==> src/rtl/hanoi_move_sequencer.sv <==
// Purpose : autonomous Towers of Hanoi solver; issues the optimal 2^N-1 move
//           sequence (rod 0 -> rod 2) as from_rod/to_rod/disk_id moves.
// Latency : first move presented 1 cycle after start; one move per clock when accepted.
// Backpr. : valid/ready; a presented move is held stable until move_ready, and pause
//           only stops the next move from being presented.
// Ports   : clk, rst (sync, active-low), start, pause, move_ready ->
//           move_valid, from_rod, to_rod, disk_id, move_count, busy, done.
module hanoi_move_sequencer #(
    parameter  int NUMBER_OF_RODS  = 3,
    parameter  int NUMBER_OF_DISKS = 3,
    localparam int RODS_LOG2       = $clog2(NUMBER_OF_RODS),
    localparam int CNT_W           = NUMBER_OF_DISKS,
    localparam int DISK_W          = $clog2(NUMBER_OF_DISKS + 1)
) (
    input  logic                 clk,
    input  logic                 rst,
    input  logic                 start,
    input  logic                 pause,
    input  logic                 move_ready,
    output logic                 move_valid,
    output logic [RODS_LOG2-1:0] from_rod,
    output logic [RODS_LOG2-1:0] to_rod,
    output logic [DISK_W-1:0]    disk_id,
    output logic [CNT_W-1:0]     move_count,
    output logic                 busy,
    output logic                 done
);

    generate
        if (NUMBER_OF_RODS != 3) begin : g_bad_rods
            $error("hanoi_move_sequencer: only NUMBER_OF_RODS = 3 is supported");
        end
        if (NUMBER_OF_DISKS < 1 || NUMBER_OF_DISKS > 16) begin : g_bad_disks
            $error("hanoi_move_sequencer: NUMBER_OF_DISKS must be in 1..16");
        end
    endgenerate

    localparam logic [CNT_W-1:0] K_ONE  = CNT_W'(1);
    localparam logic [CNT_W-1:0] K_LAST = {CNT_W{1'b1}};
    localparam logic [CNT_W:0]   ONE_W  = (CNT_W + 1)'(1);
    // With an even tower the plain formula lands on rod 1; swapping labels 1/2 fixes that.
    localparam bit               SWAP   = (NUMBER_OF_DISKS % 2) == 0;

    typedef enum logic [1:0] {S_IDLE, S_MOVE, S_PAUSED, S_DONE} state_t;

    state_t                 r_state, w_state_next;
    logic [CNT_W-1:0]       r_k, w_k_next;
    logic                   r_move_valid, w_valid_next;
    logic [RODS_LOG2-1:0]   r_from_rod, r_to_rod;
    logic [DISK_W-1:0]      r_disk_id;
    logic [CNT_W-1:0]       r_move_count, w_count_next;
    logic                   r_busy, w_busy_next;
    logic                   r_done, w_done_next;
    logic                   w_load;
    logic                   w_hs;
    logic [CNT_W-1:0]       w_km1;
    logic [RODS_LOG2-1:0]   w_from_next, w_to_next;
    logic [DISK_W-1:0]      w_disk_next;

    // mod 3 without a divider: bit i has weight 2^i mod 3 = 1 (even i) or 2 (odd i).
    function automatic logic [RODS_LOG2-1:0] f_mod3(input logic [CNT_W:0] v);
        logic [2:0] acc;
        acc = 3'd0;
        for (int i = 0; i <= CNT_W; i++) begin
            if (v[i]) begin
                acc = acc + (((i % 2) == 1) ? 3'd2 : 3'd1);
                if (acc >= 3'd3) acc = acc - 3'd3;
            end
        end
        return acc[RODS_LOG2-1:0];
    endfunction

    function automatic logic [RODS_LOG2-1:0] f_label(input logic [RODS_LOG2-1:0] r);
        if (SWAP && (r != '0)) return RODS_LOG2'(3) - r;
        return r;
    endfunction

    // Disk size = trailing zeros + 1; scanning down leaves the lowest set bit.
    function automatic logic [DISK_W-1:0] f_disk(input logic [CNT_W-1:0] v);
        logic [DISK_W-1:0] d;
        d = '0;
        for (int i = CNT_W - 1; i >= 0; i--) begin
            if (v[i]) d = DISK_W'(i + 1);
        end
        return d;
    endfunction

    assign w_hs        = r_move_valid & move_ready;
    assign w_km1       = w_k_next - K_ONE;
    assign w_from_next = f_label(f_mod3({1'b0, w_k_next & w_km1}));
    // The +1 is taken one bit wider so k = 2^N-1 does not wrap to zero.
    assign w_to_next   = f_label(f_mod3({1'b0, w_k_next | w_km1} + ONE_W));
    assign w_disk_next = f_disk(w_k_next);

    always_comb begin
        w_state_next = r_state;
        w_k_next     = r_k;
        w_load       = 1'b0;
        w_valid_next = r_move_valid;
        w_count_next = r_move_count;
        w_busy_next  = r_busy;
        w_done_next  = r_done;
        case (r_state)
            S_IDLE, S_DONE: begin
                if (start) begin
                    w_state_next = S_MOVE;
                    w_k_next     = K_ONE;
                    w_load       = 1'b1;
                    w_valid_next = 1'b1;
                    w_count_next = '0;
                    w_busy_next  = 1'b1;
                    w_done_next  = 1'b0;
                end
            end
            S_MOVE: begin
                if (w_hs) begin
                    w_count_next = r_move_count + K_ONE;
                    if (r_k == K_LAST) begin
                        w_state_next = S_DONE;
                        w_valid_next = 1'b0;
                        w_busy_next  = 1'b0;
                        w_done_next  = 1'b1;
                    end else begin
                        // Next move is loaded even when pausing, so resume needs no recompute.
                        w_k_next = r_k + K_ONE;
                        w_load   = 1'b1;
                        if (pause) begin
                            w_state_next = S_PAUSED;
                            w_valid_next = 1'b0;
                        end else begin
                            w_valid_next = 1'b1;
                        end
                    end
                end
            end
            S_PAUSED: begin
                if (!pause) begin
                    w_state_next = S_MOVE;
                    w_valid_next = 1'b1;
                end
            end
            default: begin
                w_state_next = S_IDLE;
                w_valid_next = 1'b0;
                w_busy_next  = 1'b0;
                w_done_next  = 1'b0;
            end
        endcase
    end

    always_ff @(posedge clk) begin
        if (!rst) begin
            r_state      <= S_IDLE;
            r_k          <= '0;
            r_move_valid <= 1'b0;
            r_from_rod   <= '0;
            r_to_rod     <= '0;
            r_disk_id    <= '0;
            r_move_count <= '0;
            r_busy       <= 1'b0;
            r_done       <= 1'b0;
        end else begin
            r_state      <= w_state_next;
            r_k          <= w_k_next;
            r_move_valid <= w_valid_next;
            r_move_count <= w_count_next;
            r_busy       <= w_busy_next;
            r_done       <= w_done_next;
            if (w_load) begin
                r_from_rod <= w_from_next;
                r_to_rod   <= w_to_next;
                r_disk_id  <= w_disk_next;
            end
        end
    end

    assign move_valid = r_move_valid;
    assign from_rod   = r_from_rod;
    assign to_rod     = r_to_rod;
    assign disk_id    = r_disk_id;
    assign move_count = r_move_count;
    assign busy       = r_busy;
    assign done       = r_done;

endmodule

==> config.mk <==
export PLATFORM = sky130hd
export DESIGN_NAME = hanoi_move_sequencer
export DESIGN_NICKNAME = d
export VERILOG_FILES = /design/src/rtl/hanoi_move_sequencer.sv
export SDC_FILE = /design/constraint.sdc
export NUM_CORES = 1
export LEC_CHECK = 0
export BUFFER_PORTS_ARGS = -buffer_cell sky130_fd_sc_hd__buf_2
export CAP_MARGIN = 10
export CORE_MARGIN = 1
export CORE_UTILIZATION = 51
export CTS_BUF_LIST = sky130_fd_sc_hd__clkbuf_8
export CTS_CLUSTER_DIAMETER = 100
export DETAILED_ROUTE_END_ITERATION = 7
export PLACE_DENSITY = 0.77
export SYNTH_ARGS = -nofsm -noshare
export SYNTH_HDL_FRONTEND = slang
export SYNTH_SLANG_ARGS = --single-unit
==> constraint.sdc <==
create_clock -name clk -period 2 [get_ports clk]
set_input_delay 0.6 -clock clk [delete_from_list [all_inputs] [get_ports clk]]
set_output_delay 0.6 -clock clk [all_outputs]
set_load 0.05 [all_outputs]
# After elaboration in Yosys (flattened, before gate mapping)
# Cells that the tools add are included.
# totals
reg_bits	17
inputBits	5
output_inout_bits	12
word_cells	92
# classes
add_sub_neg	14
n_lt_le_gt_ge	5
eq_ne	9
mux	45
bitwise_logic	3
reduce_logical	7
# op_table
op	count
3-bit 2-to-1 mux	11
2-bit 2-to-1 mux	12
3-bit by 2-bit greater-or-equal comparator with 1-bit output (second input constant)	5
1-bit 2-to-1 mux	15
3-bit by 1-bit adder with 3-bit output (second input constant)	4
3-bit one-hot mux with 2 select lines	2
3-bit by 2-bit adder with 3-bit output (second input constant)	3
3-bit by 2-bit subtractor with 3-bit output (second input constant)	3
2-bit inequality test (second input constant)	4
4-bit AND reduction	2
1-bit one-hot mux with 2 select lines	3
2-bit one-hot mux with 3 select lines	1
3-bit AND reduction	2
3-bit by 1-bit adder with 4-bit output (second input constant)	1
2-bit equality test (second input constant)	2
2-bit subtractor (second input constant)	2
3-bit AND	1
3-bit equality test (second input constant)	1
3-bit inequality test (second input constant)	1
3-bit OR	1
1-bit one-hot mux with 3 select lines	1
3-bit by 1-bit subtractor with 3-bit output (second input constant)	1
2-bit by 1-bit equality test with 1-bit output (second input constant)	1
2-bit logical NOT	1
3 further kinds	3

# Depth between registers and ports, before layout
# Gate-level depths: netlist of run 1.
# logic_depth
word_depth	20
ltp_mapped	10
ltp_nobuf	9

# Worst setup path before layout of run 1
# OpenSTA, ideal clock, no wires.
# synth_timing
path_type	register -> register
from	reg r_move_valid, in the netlist move_valid
to	reg r_to_rod[1], in the netlist to_rod[1]
setup_ps	118
arrival_ps	1969
required_time_ps	1882
slack_ps	-88
stages_incl_launch_ff	8
path_buffers	0
period_less_slack_ps	2088
cell_sequence	dfxtp_1 nand2_1 nor4_2 a311oi_4 nand2b_1 ha_1 mux2i_1 nor2_1
# synth_via
elab_chain_len	19
elab_cells_between_ends	24
classes_between	add/sub: 8; order compare: 3; mux: 11; bitwise: 2
# synth_lines
item	line_no	rtl
start, declared	48	logic r_move_valid, w_valid_next;
start signal, assigned	165	r_move_valid <= w_valid_next;
1-bit AND *	88	assign w_hs = r_move_valid & move_ready;
3-bit 2-to-1 mux *	116	if (w_hs) begin
3-bit one-hot mux with 2 select lines *	103	case (r_state)
3-bit by 1-bit subtractor with 3-bit output	89	assign w_km1 = w_k_next - K_ONE;
3-bit OR *	92	assign w_to_next = f_label(f_mod3({1'b0, w_k_next | w_km1} + ONE_W));
3-bit by 1-bit adder with 4-bit output *	92	
1-bit 2-to-1 mux	65	if (v[i]) begin
3-bit by 2-bit adder with 3-bit output	66	acc = acc + (((i % 2) == 1) ? 3'd2 : 3'd1);
[... 4 more ...]	--	
3-bit by 2-bit subtractor with 3-bit output or 3-bit by 2-bit greater-or-equal comparator with 1-bit output (tied branches)	67	if (acc >= 3'd3) acc = acc - 3'd3;
3-bit 2-to-1 mux	67	
3-bit 2-to-1 mux	65	
3-bit by 2-bit adder with 3-bit output	66	
3-bit by 2-bit greater-or-equal comparator with 1-bit output or 2-bit subtractor (tied branches)	67	
2-bit 2-to-1 mux	67	
2-bit 2-to-1 mux *	65	
named net w_to_next[1]	57	logic [RODS_LOG2-1:0] w_from_next, w_to_next;
end signal, assigned	171	r_to_rod <= w_to_next;
end, declared	49	logic [RODS_LOG2-1:0] r_from_rod, r_to_rod;
# Mark *: on every way through the listed nets, which the timed path passes. The rest lies on a longest branch.
# A chain may end at the register's enable or synchronous reset.

# Worst setup path in the final report of run 1
# layout_timing
from	reg r_k[1]
to	reg r_to_rod[1], in the netlist to_rod[1]
# layout_via
elab_chain_len	20
elab_cells_between_ends	28
classes_between	add/sub: 9; order compare: 3; eq/ne: 1; mux: 14; bitwise: 1
# layout_lines
item	line_no	rtl
start, declared	47	logic [CNT_W-1:0] r_k, w_k_next;
start signal, assigned	164	r_k <= w_k_next;
3-bit equality test	118	if (r_k == K_LAST) begin
3-bit 2-to-1 mux	118	
3-bit 2-to-1 mux	116	
3-bit one-hot mux with 2 select lines *	103	
3-bit by 1-bit subtractor with 3-bit output	89	
3-bit OR *	92	
3-bit by 1-bit adder with 4-bit output *	92	
1-bit 2-to-1 mux	65	
[... 5 more ...]	--	
3-bit by 2-bit subtractor with 3-bit output or 3-bit by 2-bit greater-or-equal comparator with 1-bit output (tied branches)	67	
3-bit 2-to-1 mux	67	
3-bit 2-to-1 mux	65	
3-bit by 2-bit adder with 3-bit output	66	
3-bit by 2-bit greater-or-equal comparator with 1-bit output or 2-bit subtractor (tied branches)	67	
2-bit 2-to-1 mux	67	
2-bit 2-to-1 mux *	65	
named net w_to_next[1]	57	
# Marks and branches as above.

==> impl_metrics.csv, run 1 <==
group,metric,value,unit
outcome,status,"completed",
timing,holdWs,0.484,ns
synthesis,yosys-top-cells-count,"17 x dfxtp_1, 11 x nand2_1, 8 x a21oi_1, 7 x nor2_1",
synthesis,synth.net_count,115,
detailed_routing,vias,878,
clock_network,cts_setup_buffers,0,
timing,finalClockSkew,0.00596,ns
clock_network,cts_root_buf,"clkbuf_8",
power,p_leak,0.529,nW
clock_network,cts_tree,"yes",
clock_network,clk_pin_slew,0.07,ns
synthesis,synth_top_cell_area_share,35.5,%
die,rows,15,
detailed_routing,drt_iter0_drc,26,
timing,report.final.setup_viol,0,
finish,multiInputGateArea,598,um2
synthesis,ys_top_cells_by_area,"dfxtp_1 35%, ha_1 6.5%, nand2_1 4.3%",
die,design.core.area,1750,um2
synthesis,post-synth-top-area-cell,"dfxtp_1",
synthesis,synthFlopType,"dfxtp_1",
worst_setup_path,crit_type,"flip-flop to flip-flop",
placed_design,hpwl,1.45,mm
finish,final_util,68.9,%
timing,worst_pin_slew,0.424,ns
clock_network,cts-buffers-inserted,3,
flow_run,cap_violations,0,
synthesis,syn_area,960,um2
detailed_routing,wire_per_inst,12.8,um
detailed_routing,drc,0,
global_routing,grt_pass1_wl,3.55,mm
worst_setup_path,cp_data_required_time,2.14,ns
synthesis,syn_inst,105,
clock_network,cts-hold-fix-buffers,0,
timing,fmax,0.535,GHz
finish,fin_area,1200,um2
clock_network,htreeDepth,1,
finish,nets,144,
die,die-area,2060,um2
timing,grt_setup_unrepaired,"false",
synthesis,synth_cell_type_count,45,
die,die_x,45.4,um
die,io_pins,17,
finish,fillers,145,
finish,layout-drive-gt1-share,36.1,%
global_routing,antenna_found_initial,0,
synthesis,yosysSeqAreaShare,35.5,%
placed_design,place_inst,154,
placed_design,placed_area,1130,um2
worst_setup_path,slowest_stage,"o311a_4",
global_routing,grt_pass1_vias,841,
worst_setup_path,crit_chain,"ha_1, nand2_1, nand2_2, o311a_4, a21oi_1, ha_1, mux2i_1, nor2_1",
worst_hold_path,worstHoldPathType,"flip-flop to flip-flop",
global_routing,gr-total-overflow,0,
synthesis,synth_edf_count,0,
synthesis,synth_area_per_cell,9.14,um2
clock_network,cts_max_path_buffers,2,
clock_network,clock_latency,0.26,ns
finish,antennaDiodeCount,0,
global_routing,grt_max_degree,11,
power,peakVddDrop,1.07,mV
timing,slew_headroom,71.7,%
placed_design,place_ws,-0.0319,ns
detailed_routing,routed_wl,2.02,mm
placed_design,place.gp.congestion,0.843,
power,power.density,1570,nW/um2
synthesis,yosysWarnings,0,
detailed_routing,drt_pre_antenna_iters,4,
worst_setup_path,timing.critical_path.from_type,"flip-flop",
worst_setup_path,critical-path-max-stage-delay,0.38,ns
timing,min_period_over_period,93.5,%
timing,drv_slew,0,
timing,hold_viol,0,
worst_setup_path,arrival,2.01,ns
synthesis,yosysMostFrequentCell,"dfxtp_1",
die,fp.dieH,45.4,um
die,initial_core_util,55.0,%
worst_setup_path,path_common_cell,"ha_1",
worst_setup_path,end_kind,"flip-flop",
detailed_routing,ant_nets,0,
finish,layout.area.seq,342,um2
timing,finalSetupTns,0,ns
finish,final_cells,158,
detailed_routing,via_per_inst,5.56,
timing,layout_setup_ws,0.129,ns
worst_setup_path,cp_max_fo,4,
finish,area_growth,25.3,%
timing,layout_min_cycle_time,1.87,ns
synthesis,ys_seq_elements,17,
placed_design,port_buffers,16,
global_routing,globalRouteTotalUtil,23.6,%
synthesis,synthArstFlopShare,0,%
clock_network,cts.sinks,17,
power,power,1.89,mW
-- cells in the final DEF, fill, tap and decap left out, types with 2 or more instances in the layout --
cell      count
dfxtp_1      16
o21ai_0       3
inv_1         3
nand2_1      11
o211ai_1      2
ha_1          4
a31oi_1       2
clkbuf_8      3
o21a_1        2
nand3_1       3
buf_2        16
buf_4        12
nand2b_1      3
mux2i_1       2
nor3_1        3
o21ai_1       2
nor2_1        7
a21oi_1       8
-- final cells by class --
type	count	share of cell area, %
well taps	25	2.60
flip-flops and latches	17	28.4
clock buffers	3	3.43
repair buffers	28	14.2
multi-input cells	80	49.7
inverters	4	1.25
clock inverters	1	0.416
-- where the power goes --
group          total (mW)  switching [mW]  internal (mW)
Combinational        1.16           0.688          0.467
Clock               0.258           0.119          0.138
Sequential          0.474          0.0516          0.422
Total                1.89           0.859           1.03
-- routing by layer --
metal | routed length, um | track usage, % | part of all wire [%]
met1 | 926 | 30.4 | 46
met2 | 959 | 37.7 | 47
met3 | 94 | 4.37 | 4.6
met4 | 44 | 10.9 | 2.2
met5 | 0 | 0 | 0
-- kinds of logic after synthesis --
kind of cell / after synthesis / synth area share, %
fa+ha+maj: 5 / 6.52
buf+inv: 8 / 4.82
simple gates: 40 / 23.7
compound gates: 31 / 25.6
xor+xnor: 2 / 1.83
flops: 17 / 35.5
mux: 2 / 2.09
-- timing repair --
item                                   in CTS  in global routing
resized for setup                           2                  3
endpoints found under the hold margin       0                  0
setup endpoints to repair                   1                  7
pin swaps                                   0                  1
-- final timing paths --
path / startpoint / cells past startpoint / slack, ns / end
max: r_k[1] / 8 / 0.13 / to_rod[1]
min: from_rod[0] / 2 / 0.48 / from_rod[0]
max reg2reg: r_k[1] / 8 / 0.13 / to_rod[1]
min reg2reg: from_rod[0] / 2 / 0.48 / from_rod[0]
-- critical path: cells and delay by family, from the launching register on --
kind,cells,cell delay [ns]
simple gates,3,0.30
mux,1,0.13
fa+ha+maj,2,0.47
compound gates,2,0.51
flops,1,0.34
-- sequential cells by signal, summed over array words and instances, names as in the netlist --
name	flops
done	1
from_rod	2
move_valid	1
r_state	2
move_count	3
disk_id	2
to_rod	2
busy	1
r_k	3
Power figures use the tool's default switching activity.
==> run 2: changes to the inputs <==
--- a/config.mk
+++ b/config.mk
@@ -5,14 +5,15 @@
 export SDC_FILE = /design/constraint.sdc
 export NUM_CORES = 1
 export LEC_CHECK = 0
+export ABC_AREA = 1
 export BUFFER_PORTS_ARGS = -buffer_cell sky130_fd_sc_hd__buf_2
 export CAP_MARGIN = 10
 export CORE_MARGIN = 1
-export CORE_UTILIZATION = 51
+export CORE_UTILIZATION = 50
 export CTS_BUF_LIST = sky130_fd_sc_hd__clkbuf_8
 export CTS_CLUSTER_DIAMETER = 100
 export DETAILED_ROUTE_END_ITERATION = 7
-export PLACE_DENSITY = 0.77
+export PLACE_DENSITY = 0.76
 export SYNTH_ARGS = -nofsm -noshare
 export SYNTH_HDL_FRONTEND = slang
 export SYNTH_SLANG_ARGS = --single-unit
==> impl_metrics.csv, run 2 <==
group,metric,value,unit
detailed_routing,wire_per_inst,11.8,um
finish,area_growth,19.7,%
synthesis,ys_seq_elements,17,
die,rows,14,
global_routing,globalRouteTotalUtil,22.4,%
power,pwr-share-comb,50.9,%
worst_setup_path,path_buf_inv,2,
worst_setup_path,worstReg2RegStart,"r_state[0]",
synthesis,synth.area.mux_share,0,%
worst_setup_path,end_kind,"flip-flop",
timing,finalClockSkew,0.00255,ns
die,initial_core_util,56.3,%
power,peakVddDrop,0.796,mV
global_routing,grt_use_met3,4.08,%
die,die-area,1950,um2
synthesis,synth_edf_count,0,
timing,holdWs,0.473,ns
finish,layout-drive-gt1-share,26.5,%
worst_setup_path,crit_cells,11,
worst_hold_path,min-delay-start,"disk_id[1]",
timing,layout_min_cycle_time,1.80,ns
power,p_int,0.769,mW
power,p_clk_share,17.5,%
synthesis,synth.net_count,134,
detailed_routing,drc,0,
synthesis,yosysWarnings,0,
synthesis,synthFlopType,"dfxtp_1",
worst_setup_path,critical-path-max-stage-delay,0.36,ns
worst_setup_path,r2r_end,"to_rod[1]",
worst_setup_path,path_common_cell,"nand2_1",
synthesis,ys_top_cells_by_area,"dfxtp_1 38%, nand2_1 13%, ha_1 7.1%",
timing,report.final.setup_viol,0,
finish,fillers,138,
detailed_routing,vias,849,
finish,nets,158,
synthesis,syn_inst,124,
synthesis,synth_top_family_by_area,"simple AND/OR/NAND/NOR gates",
worst_setup_path,cp_max_fo,6,
synthesis,synth_cell_type_count,20,
clock_network,cts-buffers-inserted,3,
worst_setup_path,timing.critical_path.from_type,"flip-flop",
synthesis,yosysMostFrequentCell,"nand2_1",
synthesis,synth_area_per_cell,7.15,um2
synthesis,yosysSeqAreaShare,38.4,%
global_routing,met1_usage,27.3,%
power,swShare,46.6,%
synthesis,synth-simple-area-share,29.8,%
detailed_routing,drt_iter0_drc,20,
synthesis,syn_area,887,um2
timing,finalSetupTns,0,ns
clock_network,clk_pin_slew,0.06,ns
clock_network,cts_tree,"yes",
finish,final_common_cell,"nand2_1",
die,io_pins,17,
finish,fin_area,1060,um2
synthesis,synth_top_cell_area_share,38.4,%
power,pwr-share-seq,31.6,%
finish,antennaDiodeCount,0,
clock_network,cts-hold-fix-buffers,0,
timing,worst_pin_slew,0.300,ns
clock_network,cts.sinks,17,
synthesis,synth-xor-area-share,0.987,%
detailed_routing,ant_nets,0,
detailed_routing,via_per_inst,5.21,
power,p_leak,0.535,nW
worst_setup_path,reg2regPathDepth,11,
global_routing,grt_max_degree,11,
clock_network,cts_root_buf,"clkbuf_8",
synthesis,synth_compound_area_share,15.8,%
synthesis,post-synth-top-area-cell,"dfxtp_1",
timing,slew_headroom,79.9,%
worst_setup_path,slowest_stage,"dfxtp_1",
clock_network,clock_latency,0.25,ns
detailed_routing,drt_pre_antenna_iters,6,
placed_design,port_buffers,16,
placed_design,placed_area,995,um2
global_routing,use_met2,35.0,%
global_routing,antenna_found_initial,0,
worst_setup_path,crit_type,"flip-flop to flip-flop",
clock_network,htreeDepth,1,
timing,grt_setup_unrepaired,"false",
detailed_routing,routed_wl,1.93,mm
power,netSwitchingPower,0.671,mW
clock_network,cts_max_path_buffers,2,
worst_setup_path,crit_chain,"inv_1, ha_2, nand2_1, nand2_1, nand2_1, nand2_1, inv_2, a21oi_2, ha_1, nor2_1, nor2_1",
global_routing,grt_pass1_wl,3.17,mm
flow_run,cap_violations,0,
die,design.core.area,1580,um2
worst_hold_path,hold_path_depth,2,
timing,fmax,0.554,GHz
timing,drv_slew,0,
worst_hold_path,min_to,"disk_id[1]",
synthesis,synthAdderAreaFrac,7.05,%
global_routing,gr-total-overflow,0,
global_routing,busiest_layer,"met2",
die,fp.dieH,44.1,um
synthesis,synthArstFlopShare,0,%
outcome,status,"completed",
timing,hold_viol,0,
global_routing,grt_pass1_vias,800,
worst_setup_path,critPathTopFamily,"adder cells",
worst_setup_path,r2r_setup_slack,0.20,ns
synthesis,yosys-top-cells-count,"31 x nand2_1, 17 x dfxtp_1, 15 x inv_1, 12 x nor2_1, 11 x a21oi_1",
finish,layout_common_cells,"31 x nand2_1, 17 x dfxtp_1, 16 x buf_2",
placed_design,place.gp.congestion,0.849,
die,die_x,44.1,um
worst_setup_path,cp_data_required_time,2.15,ns
timing,min_period_over_period,90.2,%
power,power,1.44,mW
worst_setup_path,arrival,1.95,ns
worst_hold_path,worstHoldPathType,"flip-flop to flip-flop",
placed_design,hpwl,1.49,mm
power,power.density,1360,nW/um2
==> run 2: cell count changes after synthesis, moves of 3 or more <==
cell and change:
nand3_2 +3, inv_2 +3, nand2_1 +20, a21oi_1 +3, o21ai_0 +5, nand2b_1 -3, nor2_1 +5, inv_1 +12
==> run 2: cell families after synthesis <==
| family | after synthesis |
|---|---|
| buffers and inverters | 19 |
| AO/OA/AOI/OAI | 25 |
| AND/OR/NAND/NOR | 57 |
| adder cells (fa/ha/maj) | 5 |
| flip-flops | 17 |
| XOR/XNOR | 1 |
==> run 2: timing repair <==
| action | in CTS | in global routing |
|---|---|---|
| gates resized for setup | 0 | 3 |
| setup buffers | 0 | 2 |
| setup endpoints to repair | 0 | 1 |
==> run 2: worst min-delay path: cells and delay by family (launching register included) <==
| kind | cells | cell delay [ns] |
|---|---|---|
| and+or+nand+nor | 1 | 0.06 |
| DFF | 1 | 0.31 |
| AOI/OAI and AO/OA | 1 | 0.06 |
==> run 2: per-stage QoR <==
stage,utilization (%),instances,setup WS [ns]
after CTS,66.0,161,0.0601
after global routing,67.4,163,0.0444
after detailed placement,63.1,157,0.0678
final,67.4,163,0.196
after global placement,63.1,157,0.102
after floorplan,-,124,0.135
==> run 2: how the worst max path moves through the flow <==
stage                from   endpoint  slack [ns]
2_1_floorplan  move_valid  to_rod[1]        0.14
3_3_place_gp   move_ready  to_rod[1]        0.10
3_5_place_dp   move_ready  to_rod[1]        0.07
4_1_cts        r_state[0]  to_rod[1]        0.06
5_1_grt        r_state[0]  to_rod[1]        0.04
6_report       r_state[0]  to_rod[1]        0.20
==> run 2: layer usage <==
metal | part of all wire [%] | vias up
met5 | 0 | -
met4 | 2.0 | 0
met3 | 4.5 | 5
met2 | 46 | 23
met1 | 47 | 378
li1 | - | 443
==> run 2: power groups by stage <==
stage	sequential [mW]	combinational (mW)	clock [mW]
floorplan	0.649	0.357	0
global placement	0.459	0.680	0
detailed placement	0.461	0.698	0
CTS	0.455	0.700	0.258
global route	0.463	0.806	0.273
finish	0.455	0.733	0.253
==> run 2: cell type report <==
class / count / area, um2 / share of cell area (%)
Clock buffer: 3 / 41.3 / 3.89
Sequential cell: 17 / 340 / 32.0
Clock inverter: 1 / 5.00 / 0.471
Inverter: 19 / 71.3 / 6.71
Timing Repair Buffer: 19 / 103 / 9.66
Tap cell: 16 / 20.0 / 1.88
Multi-Input combinational cell: 88 / 482 / 45.3
